File: src/rtl/axi4lite_slave_regs.sv
// rtl/axi4lite_slave_regs.sv - AXI4-Lite responder with a 4-entry register file (CTRL, DATA, SCRATCH, read-only ID)
module axi4lite_slave_regs #(
    parameter int C_S_AXI_ADDR_WIDTH = 2,
    parameter int C_S_AXI_DATA_WIDTH = 8,
    parameter logic [C_S_AXI_DATA_WIDTH-1:0] ID_VALUE = 8'hA5
) (
    input  logic                            m_axi_aclk,
    input  logic                            m_axi_aresetn,
    input  logic [C_S_AXI_ADDR_WIDTH-1:0]   s_axi_awaddr,
    input  logic                            s_axi_awvalid,
    output logic                            s_axi_awready,
    input  logic [C_S_AXI_DATA_WIDTH-1:0]   s_axi_wdata,
    input  logic [C_S_AXI_DATA_WIDTH/8-1:0] s_axi_wstrb,
    input  logic                            s_axi_wvalid,
    output logic                            s_axi_wready,
    output logic [1:0]                      s_axi_bresp,
    output logic                            s_axi_bvalid,
    input  logic                            s_axi_bready,
    input  logic [C_S_AXI_ADDR_WIDTH-1:0]   s_axi_araddr,
    input  logic                            s_axi_arvalid,
    output logic                            s_axi_arready,
    output logic [C_S_AXI_DATA_WIDTH-1:0]   s_axi_rdata,
    output logic [1:0]                      s_axi_rresp,
    output logic                            s_axi_rvalid,
    input  logic                            s_axi_rready,
    output logic [C_S_AXI_DATA_WIDTH-1:0]   reg_ctrl,
    output logic [C_S_AXI_DATA_WIDTH-1:0]   reg_data,
    output logic                            wr_pulse,
    output logic [C_S_AXI_ADDR_WIDTH-1:0]   wr_pulse_addr
);

    localparam logic [C_S_AXI_ADDR_WIDTH-1:0] ADDR_CTRL    = C_S_AXI_ADDR_WIDTH'(0);
    localparam logic [C_S_AXI_ADDR_WIDTH-1:0] ADDR_DATA    = C_S_AXI_ADDR_WIDTH'(1);
    localparam logic [C_S_AXI_ADDR_WIDTH-1:0] ADDR_SCRATCH = C_S_AXI_ADDR_WIDTH'(2);

    logic [C_S_AXI_DATA_WIDTH-1:0] reg_scratch;
    logic                          aw_full, w_full;
    logic [C_S_AXI_ADDR_WIDTH-1:0] aw_addr_q;
    logic [C_S_AXI_DATA_WIDTH-1:0] w_data_q;
    logic                          w_strb_q;

    logic                          aw_hs, w_hs, ar_hs, b_hs, r_hs;
    logic                          commit, wr_en, ro_addr, commit_strb;
    logic [C_S_AXI_ADDR_WIDTH-1:0] commit_addr;
    logic [C_S_AXI_DATA_WIDTH-1:0] commit_data, rd_value;

    always_comb begin
        aw_hs       = s_axi_awvalid & s_axi_awready;
        w_hs        = s_axi_wvalid & s_axi_wready;
        ar_hs       = s_axi_arvalid & s_axi_arready;
        b_hs        = s_axi_bvalid & s_axi_bready;
        r_hs        = s_axi_rvalid & s_axi_rready;
        // A half latched at an earlier edge takes precedence over the live bus
        commit_addr = aw_full ? aw_addr_q : s_axi_awaddr;
        commit_data = w_full ? w_data_q : s_axi_wdata;
        commit_strb = w_full ? w_strb_q : s_axi_wstrb[0];
        commit      = (aw_full | aw_hs) & (w_full | w_hs) & ~s_axi_bvalid;
        ro_addr     = (commit_addr != ADDR_CTRL) && (commit_addr != ADDR_DATA) &&
                      (commit_addr != ADDR_SCRATCH);
        wr_en       = commit & commit_strb & ~ro_addr;
        case (s_axi_araddr)
            ADDR_CTRL:    rd_value = reg_ctrl;
            ADDR_DATA:    rd_value = reg_data;
            ADDR_SCRATCH: rd_value = reg_scratch;
            default:      rd_value = ID_VALUE;
        endcase
    end

    always_ff @(posedge m_axi_aclk or negedge m_axi_aresetn) begin
        if (!m_axi_aresetn) begin
            reg_ctrl      <= '0;
            reg_data      <= '0;
            reg_scratch   <= '0;
            aw_full       <= 1'b0;
            w_full        <= 1'b0;
            aw_addr_q     <= '0;
            w_data_q      <= '0;
            w_strb_q      <= 1'b0;
            s_axi_awready <= 1'b0;
            s_axi_wready  <= 1'b0;
            s_axi_bvalid  <= 1'b0;
            s_axi_bresp   <= 2'b00;
            s_axi_arready <= 1'b0;
            s_axi_rvalid  <= 1'b0;
            s_axi_rdata   <= '0;
            s_axi_rresp   <= 2'b00;
            wr_pulse      <= 1'b0;
            wr_pulse_addr <= '0;
        end else begin
            if (aw_hs) begin
                aw_full   <= 1'b1;
                aw_addr_q <= s_axi_awaddr;
            end
            if (w_hs) begin
                w_full   <= 1'b1;
                w_data_q <= s_axi_wdata;
                w_strb_q <= s_axi_wstrb[0];
            end

            // Readies rise on the first edge out of reset and after each B handshake
            if (b_hs) begin
                aw_full       <= 1'b0;
                w_full        <= 1'b0;
                s_axi_bvalid  <= 1'b0;
                s_axi_bresp   <= 2'b00;
                s_axi_awready <= 1'b1;
                s_axi_wready  <= 1'b1;
            end else begin
                s_axi_awready <= ~(aw_full | aw_hs);
                s_axi_wready  <= ~(w_full | w_hs);
            end

            wr_pulse <= wr_en;
            if (commit) begin
                s_axi_bvalid <= 1'b1;
                s_axi_bresp  <= ro_addr ? 2'b10 : 2'b00;
            end
            if (wr_en) begin
                wr_pulse_addr <= commit_addr;
                case (commit_addr)
                    ADDR_CTRL: reg_ctrl    <= commit_data;
                    ADDR_DATA: reg_data    <= commit_data;
                    default:   reg_scratch <= commit_data;
                endcase
            end

            // rd_value is the pre-edge register file, so a same-edge write is not visible
            if (ar_hs) begin
                s_axi_rvalid  <= 1'b1;
                s_axi_rdata   <= rd_value;
                s_axi_rresp   <= 2'b00;
                s_axi_arready <= 1'b0;
            end else if (r_hs) begin
                s_axi_rvalid  <= 1'b0;
                s_axi_arready <= 1'b1;
            end else begin
                s_axi_arready <= ~s_axi_rvalid;
            end
        end
    end

endmodule
File: config.mk
export PLATFORM = sky130hd
export DESIGN_NAME = axi4lite_slave_regs
export DESIGN_NICKNAME = d
export VERILOG_FILES = /design/src/rtl/axi4lite_slave_regs.sv
export SDC_FILE = /design/constraint.sdc
export NUM_CORES = 1
export LEC_CHECK = 0
export CAP_MARGIN = 40
export CORE_ASPECT_RATIO = 0.5
export CORE_UTILIZATION = 45
export DETAILED_ROUTE_END_ITERATION = 7
export DONT_BUFFER_PORTS = 1
export GPL_TIMING_DRIVEN = 0
export MAX_ROUTING_LAYER = met4
export PLACE_DENSITY = 0.66
export SETUP_SLACK_MARGIN = 0.05
export SLEW_MARGIN = 10
export SYNTH_ARGS = -nofsm -noshare
export SYNTH_HDL_FRONTEND = slang
export SYNTH_SLANG_ARGS = --single-unit
export TNS_END_PERCENT = 30
File: constraint.sdc
create_clock -name m_axi_aclk -period 4.35 [get_ports m_axi_aclk]
set_clock_uncertainty 0.2 [all_clocks]
set_input_delay 0.87 -clock m_axi_aclk [delete_from_list [all_inputs] [get_ports m_axi_aclk]]
set_output_delay 0.87 -clock m_axi_aclk [all_outputs]
set_load 0.01 [all_outputs]
==> results.sh, run 1 <==
export IMPL_drc=0
export IMPL_gp_congestion=0.695
export IMPL_layout_setup_ws_ps=2330
export IMPL_clockBufferDepth=2
export IMPL_grt_pass1_wl_um=6990
export IMPL_overflow=0
export IMPL_synth_area_leaders="dfrtp_1, mux2_2, mux2_4"
export IMPL_clockRootBuffer="clkbuf_8"
export IMPL_worst_slew_pin_slew_ps=559
export IMPL_cts_repair_resized=0
export IMPL_antenna_left=0
export IMPL_routed_wirelength_um=4480
export IMPL_grt_total_usage_pct=17.8
export IMPL_finalSetupViolations=0
export IMPL_n_antenna_cell=0
export IMPL_max_freq_ghz=0.496
export IMPL_fin_crit_sh_pct=46.4
export IMPL_design_core_area_mm2=0.00500
export IMPL_crit_start="s_axi_wstrb"
export IMPL_drt_iter0_markers=36
export IMPL_rsz0062_at_grt="no"
export IMPL_synth_top_family_by_area="multiplexers"
export IMPL_drive_gt1_share_pct=34.6
export IMPL_synth_cell_types=33
export IMPL_antenna_found_initial=0
export IMPL_post_synth_top_count_cell="dfrtp_1"
export IMPL_r2r_cells=5
export IMPL_wl_per_cell_um=17.2
export IMPL_regArea_mm2=0.00135
export IMPL_fin_area_mm2=0.00257
export IMPL_io_buffers=0
export IMPL_clock_latency_ps=310
export IMPL_syn_to_final_growth_pct=8.16
export IMPL_dp_hpwl_um=3250
export IMPL_start_util_pct=47.5
export IMPL_synthXorXnorAreaFrac_pct=0
export IMPL_cts_buffers=5
export IMPL_yosys_warnings=0
export IMPL_hold_violations=0
export IMPL_synth_cells=181
export IMPL_status="complete, no violations"
export IMPL_htree_levels=2
export IMPL_power_leakage_nw=1.15
export IMPL_fp_dieW_um=105
export IMPL_synth_top_cells_by_count="dfrtp_1, mux2_2, nand2_1"
export IMPL_synthFlopType="dfrtp_1"
export IMPL_path_class="input port to register"
export IMPL_cp_arrival_ps=2020
export IMPL_required_ps=4350
export IMPL_grt_max_degree=55
export IMPL_slew_viol_final=0
export IMPL_fin_util_pct=51.4
export IMPL_holdBufCountCts=0
export IMPL_synth_compound_area_share_pct=8.95
export IMPL_syn_area_per_cell_um2=13.1
export IMPL_syn_area_mm2=0.00238
export IMPL_r2r_slack_ps=2420
export IMPL_min_period_ps=2020
export IMPL_crit_path_max_fanout=9
export IMPL_max_slew_margin_pct=62.7
export IMPL_ys_seq_area_share_pct=56.8
export IMPL_power_density_mw_per_mm2=706
export IMPL_critPathLaunchType="input port"
export IMPL_r2r_start="s_axi_wready"
export IMPL_drtPass1Iterations=4
export IMPL_tns_ps=0
export IMPL_synth_top_area_cell="dfrtp_1"
export IMPL_vias=1368
export IMPL_holdCritPathClass="input port to asynchronous set/reset pin"
export IMPL_multi_input_comb_area_um2=957
export IMPL_post_cts_buffers=0
export IMPL_synth_adder_area_share_pct=0
export IMPL_io_pins=56
export IMPL_irDropWorstVdd_mv=0.285
export IMPL_max_cap_viol_count=0
export IMPL_fillCellCount=467
export IMPL_routed_via_density=5.24
export IMPL_async_flop_share_pct=100
export IMPL_stdcell_count=261
export IMPL_dp_slack_ps=1970
export IMPL_synth_top_area_share_pct=56.8
export IMPL_place_area_mm2=0.00247
export IMPL_ys_seq_elements=54
export IMPL_synth_edff_count=0
export IMPL_dp_cells=253
export IMPL_path_clk_slew_ps=100
export IMPL_cts_tree="yes"
export IMPL_muxShareOfSynthArea_pct=24.7
export IMPL_fin_nets=210
export IMPL_num_rows=18
export IMPL_grt_pass1_vias=1355
export IMPL_fp_dieArea_mm2=0.00560
export IMPL_crit_path_end="reg_scratch[4]"
export IMPL_worstReg2RegEnd="reg_scratch[4]"
export IMPL_fp_dieH_um=53.4
export IMPL_end_kind="register"
export IMPL_cts_sinks=54
export IMPL_synth_simple_area_share_pct=6.11
stage by stage:
step                hold slack, ps  power (mW)
finish                        45.2        1.82
global route                  22.8        1.94
CTS                           33.7        1.84
detailed placement             290        1.54
global placement               281        1.50
floorplan                      274        1.40
metal layers:
| metal | track usage, % | vias up | part of all wire [%] | routed length, µm |
|---|---|---|---|---|
| met5 | - | - | 0 | 0 |
| met4 | 6.34 | 0 | 1.2 | 54 |
| met3 | 6.28 | 7 | 7.5 | 334 |
| met2 | 27.4 | 41 | 43 | 1930 |
| met1 | 22.1 | 668 | 48 | 2160 |
| li1 | - | 652 | - | - |
sequential cells by signal, indices dropped and copies added, names as in the netlist:
name	count
w_data_q	8
reg_ctrl	8
w_full	1
wr_pulse	1
reg_scratch	8
s_axi_arready	1
s_axi_rdata	8
aw_full	1
s_axi_rvalid	1
s_axi_bresp	1
w_strb_q	1
aw_addr_q	2
s_axi_awready	1
wr_pulse_addr	2
s_axi_wready	1
s_axi_bvalid	1
reg_data	8
cell type report:
cell class	instances	share of cell area, %
buffer	8	2.09
clock buffer	6	3.21
clock inverter	2	0.633
inverter	6	0.876
multi-input combinational	115	37.2
sequential	54	52.6
tap	70	3.41
cell families after synthesis:
| family | after synthesis |
|---|---|
| simple gates | 30 |
| other cells | 1 |
| compound gates | 32 |
| buf+inv | 14 |
| flops | 54 |
| mux | 50 |
worst max-delay path: stages:
cell and delay (ps):
nand4b_1 140, a211oi_4 310, and3_1 210, buf_6 170, mux2_4 310
where the power goes:
part,switching [mW],internal (mW)
clock network,0.164,0.131
registers,0.244,0.730
logic,0.232,0.315
how the worst min path moves through the flow:
| stage | start | endpoint | cells past startpoint |
|---|---|---|---|
| 2_1_floorplan | w_data_q[0] | w_data_q[0] | 1 |
| 3_3_place_gp | w_data_q[6] | w_data_q[6] | 1 |
| 3_5_place_dp | w_data_q[3] | w_data_q[3] | 1 |
| 4_1_cts | m_axi_aresetn | reg_data[5] | 0 |
| 5_1_grt | m_axi_aresetn | s_axi_bvalid | 0 |
| 6_report | m_axi_aresetn | reg_ctrl[4] | 0 |
placed cells by master (no fill, tap or decap), drive strengths merged, types with 2 or more instances in the layout:
cell type | netlist | routed
clkbuf | 2 | 8
mux2 | 46 | 46
nand2 | 18 | 18
mux2i | 4 | 4
o22ai | 4 | 4
nor2b | 2 | 2
dfrtp | 54 | 54
inv | 6 | 7
nand2b | 2 | 2
a21oi | 8 | 8
o21ai | 12 | 12
buf | 6 | 6
nor2 | 4 | 4
conb | 1 | 3
No activity file was read; power rests on OpenSTA's default activity.
==> run 2: changes to the inputs <==
==> constraint.sdc (replaced) <==
create_clock -name m_axi_aclk -period 2.05 [get_ports m_axi_aclk]
set_clock_uncertainty 0.2 [all_clocks]
set_input_delay 0.41 -clock m_axi_aclk [delete_from_list [all_inputs] [get_ports m_axi_aclk]]
set_output_delay 0.41 -clock m_axi_aclk [all_outputs]
set_load 0.01 [all_outputs]
==> run 2 against run 1 <==
Design area grew 2.0%. Worst hold slack lost 19 ps. Utilization grew 1.1 points. Critical path type is now register to register. Non-clock buffer count grew 3. Highest routed layer unchanged. Worst setup slack lost 2200 ps.
==> results.sh, run 2 (synthesis gave the netlist of run 1 again) <==
export IMPL_status="complete, no violations"
export IMPL_clockBufferDepth=2
export IMPL_intPower_mw=2.51
export IMPL_place_area_mm2=0.00247
export IMPL_wl_met2_um=1970
export IMPL_crit_slowest_cell="dfrtp_1"
export IMPL_rsz0062_at_grt="yes"
export IMPL_dp_slack_ps=92.9
export IMPL_finalSetupViolations=0
export IMPL_power_leakage_nw=1.17
export IMPL_overflow=0
export IMPL_r2r_start="w_full"
export IMPL_fp_dieW_um=105
export IMPL_grt_max_degree=55
export IMPL_dp_hpwl_um=3250
export IMPL_holdCritPathClass="input port to register"
export IMPL_num_rows=18
export IMPL_clock_latency_ps=310
export IMPL_htree_levels=2
export IMPL_final_cell_mix="dfrtp_1, mux2_2, nand2_1"
export IMPL_worst_slew_pin_slew_ps=565
export IMPL_drc=0
export IMPL_fin_util_pct=52.5
export IMPL_min_period_ps=1920
export IMPL_design_core_area_mm2=0.00500
export IMPL_worstReg2RegEnd="reg_scratch[4]"
export IMPL_cp_buffers_inverters=1
export IMPL_fin_area_mm2=0.00262
export IMPL_vias=1391
export IMPL_drtPass1Iterations=4
export IMPL_met3WireLength_um=330
export IMPL_end_kind="register"
export IMPL_fillCellCount=465
export IMPL_power_density_mw_per_mm2=1480
export IMPL_top_layer="met4"
export IMPL_path_class="register to register"
export IMPL_clockRootBuffer="clkbuf_8"
export IMPL_stdcell_count=264
export IMPL_cpLargestDelayFamily="simple AND/OR/NAND/NOR gates"
export IMPL_fp_dieArea_mm2=0.00560
export IMPL_clkPwrFrac_pct=16.1
export IMPL_syn_to_final_growth_pct=10.4
export IMPL_max_cap_viol_count=0
export IMPL_io_pins=56
export IMPL_n_antenna_cell=0
export IMPL_crit_path_max_fanout=9
export IMPL_cts_tree="yes"
export IMPL_io_buffers=0
export IMPL_antenna_left=0
export IMPL_drive_gt1_share_pct=35.1
export IMPL_wl_per_cell_um=17.1
export IMPL_r2r_slack_ps=130
export IMPL_slew_viol_final=0
export IMPL_routed_wirelength_um=4510
export IMPL_hold_depth=1
export IMPL_max_freq_ghz=0.521
export IMPL_fin_crit_sh_pct=93.6
export IMPL_drt_iter0_markers=34
export IMPL_antenna_found_initial=0
export IMPL_cp_arrival_ps=1920
export IMPL_hold_violations=0
export IMPL_dp_cells=253
export IMPL_cts_buffers=5
export IMPL_hp_start="s_axi_rready"
export IMPL_layout_setup_ws_ps=132
export IMPL_routed_via_density=5.27
export IMPL_met1Wirelength_um=2160
export IMPL_cts_sinks=54
export IMPL_irDropWorstVdd_mv=0.608
export IMPL_holdPathEnd="s_axi_rvalid"
export IMPL_grt_total_usage_pct=17.9
export IMPL_fp_dieH_um=53.4
export IMPL_grt_pass1_wl_um=7070
export IMPL_grt_pass1_vias=1363
export IMPL_post_cts_buffers=0
export IMPL_fin_nets=213
export IMPL_path_clk_slew_ps=100
export IMPL_max_slew_margin_pct=62.3
export IMPL_crit_start="w_full"
export IMPL_swShare_pct=35.5
export IMPL_r2r_cells=5
export IMPL_required_ps=2060
export IMPL_start_util_pct=47.5
export IMPL_comb_power_share_pct=30.7
export IMPL_gp_congestion=0.695
export IMPL_path_cells="nand4b_1 -> a211oi_4 -> and3_1 -> buf_6 -> mux2_4"
export IMPL_tns_ps=0
export IMPL_layout_commonest_cell="dfrtp_1"
export IMPL_critPathLaunchType="register"
export IMPL_crit_path_max_incr_delay_ps=390
export IMPL_p_seq_share_pct=53.2
export IMPL_p_sw_mw=1.38
run 2: cell types whose count changed in the layout (fill, tap and decap cells not counted), sizes merged:
cell         delta
dlygate4sd3     +2
buf             +1
run 2: how the worst max path moves through the flow:
stage,end,slack [ps],cells after the start
4_1_cts,reg_scratch[4],100,5
2_1_floorplan,reg_scratch[0],230,5
3_5_place_dp,reg_scratch[4],90,5
3_3_place_gp,reg_scratch[3],110,5
5_1_grt,reg_scratch[5],40,5
6_report,reg_scratch[4],130,5
run 2: what timing repair did:
action / CTS / global route
endpoints found under the hold margin: 54 / 2
endpoints found under the setup margin: 0 / 8
resized for setup: 0 / 2
hold buffers: 2 / 1
run 2: metrics by stage:
step,power (mW),hold slack (ps)
6_report,3.90,26.3
5_1_grt,4.15,29.6
4_1_cts,3.93,1.37
3_5_place_dp,3.27,-84.0
3_3_place_gp,3.19,-84.4
2_1_floorplan,2.96,-85.6
run 2: layout make-up:
type	instances	area, µm²	share of cell area, %
Timing Repair Buffer	3	47.5	1.81
Buffer	8	57.6	2.19
Clock inverter	2	16.3	0.620
Sequential cell	54	1350	51.5
Multi-Input combinational cell	115	957	36.5
Tap cell	70	87.6	3.34
Inverter	6	22.5	0.858
Clock buffer	6	82.6	3.15
run 2: worst register-to-register path, stage by stage, from the launching register on:
cell and delay [ps]:
dfrtp_1 390, nand4b_1 230, a211oi_4 310, and3_1 210, buf_6 170, mux2_4 320
run 2: metal layers:
layer | track usage [%] | vias to the layer above
li1 | - | 661
met1 | 22.6 | 686
met2 | 27.3 | 37
met3 | 6.28 | 7
met4 | 6.34 | 0
met5 | - | -
run 2: power groups by stage:
stage	clock network, mW	registers [mW]	logic, mW
floorplan	0	1.97	0.989
global placement	0	2.06	1.13
detailed placement	0	2.10	1.17
CTS	0.651	2.07	1.21
global route	0.693	2.14	1.32
finish	0.629	2.07	1.20
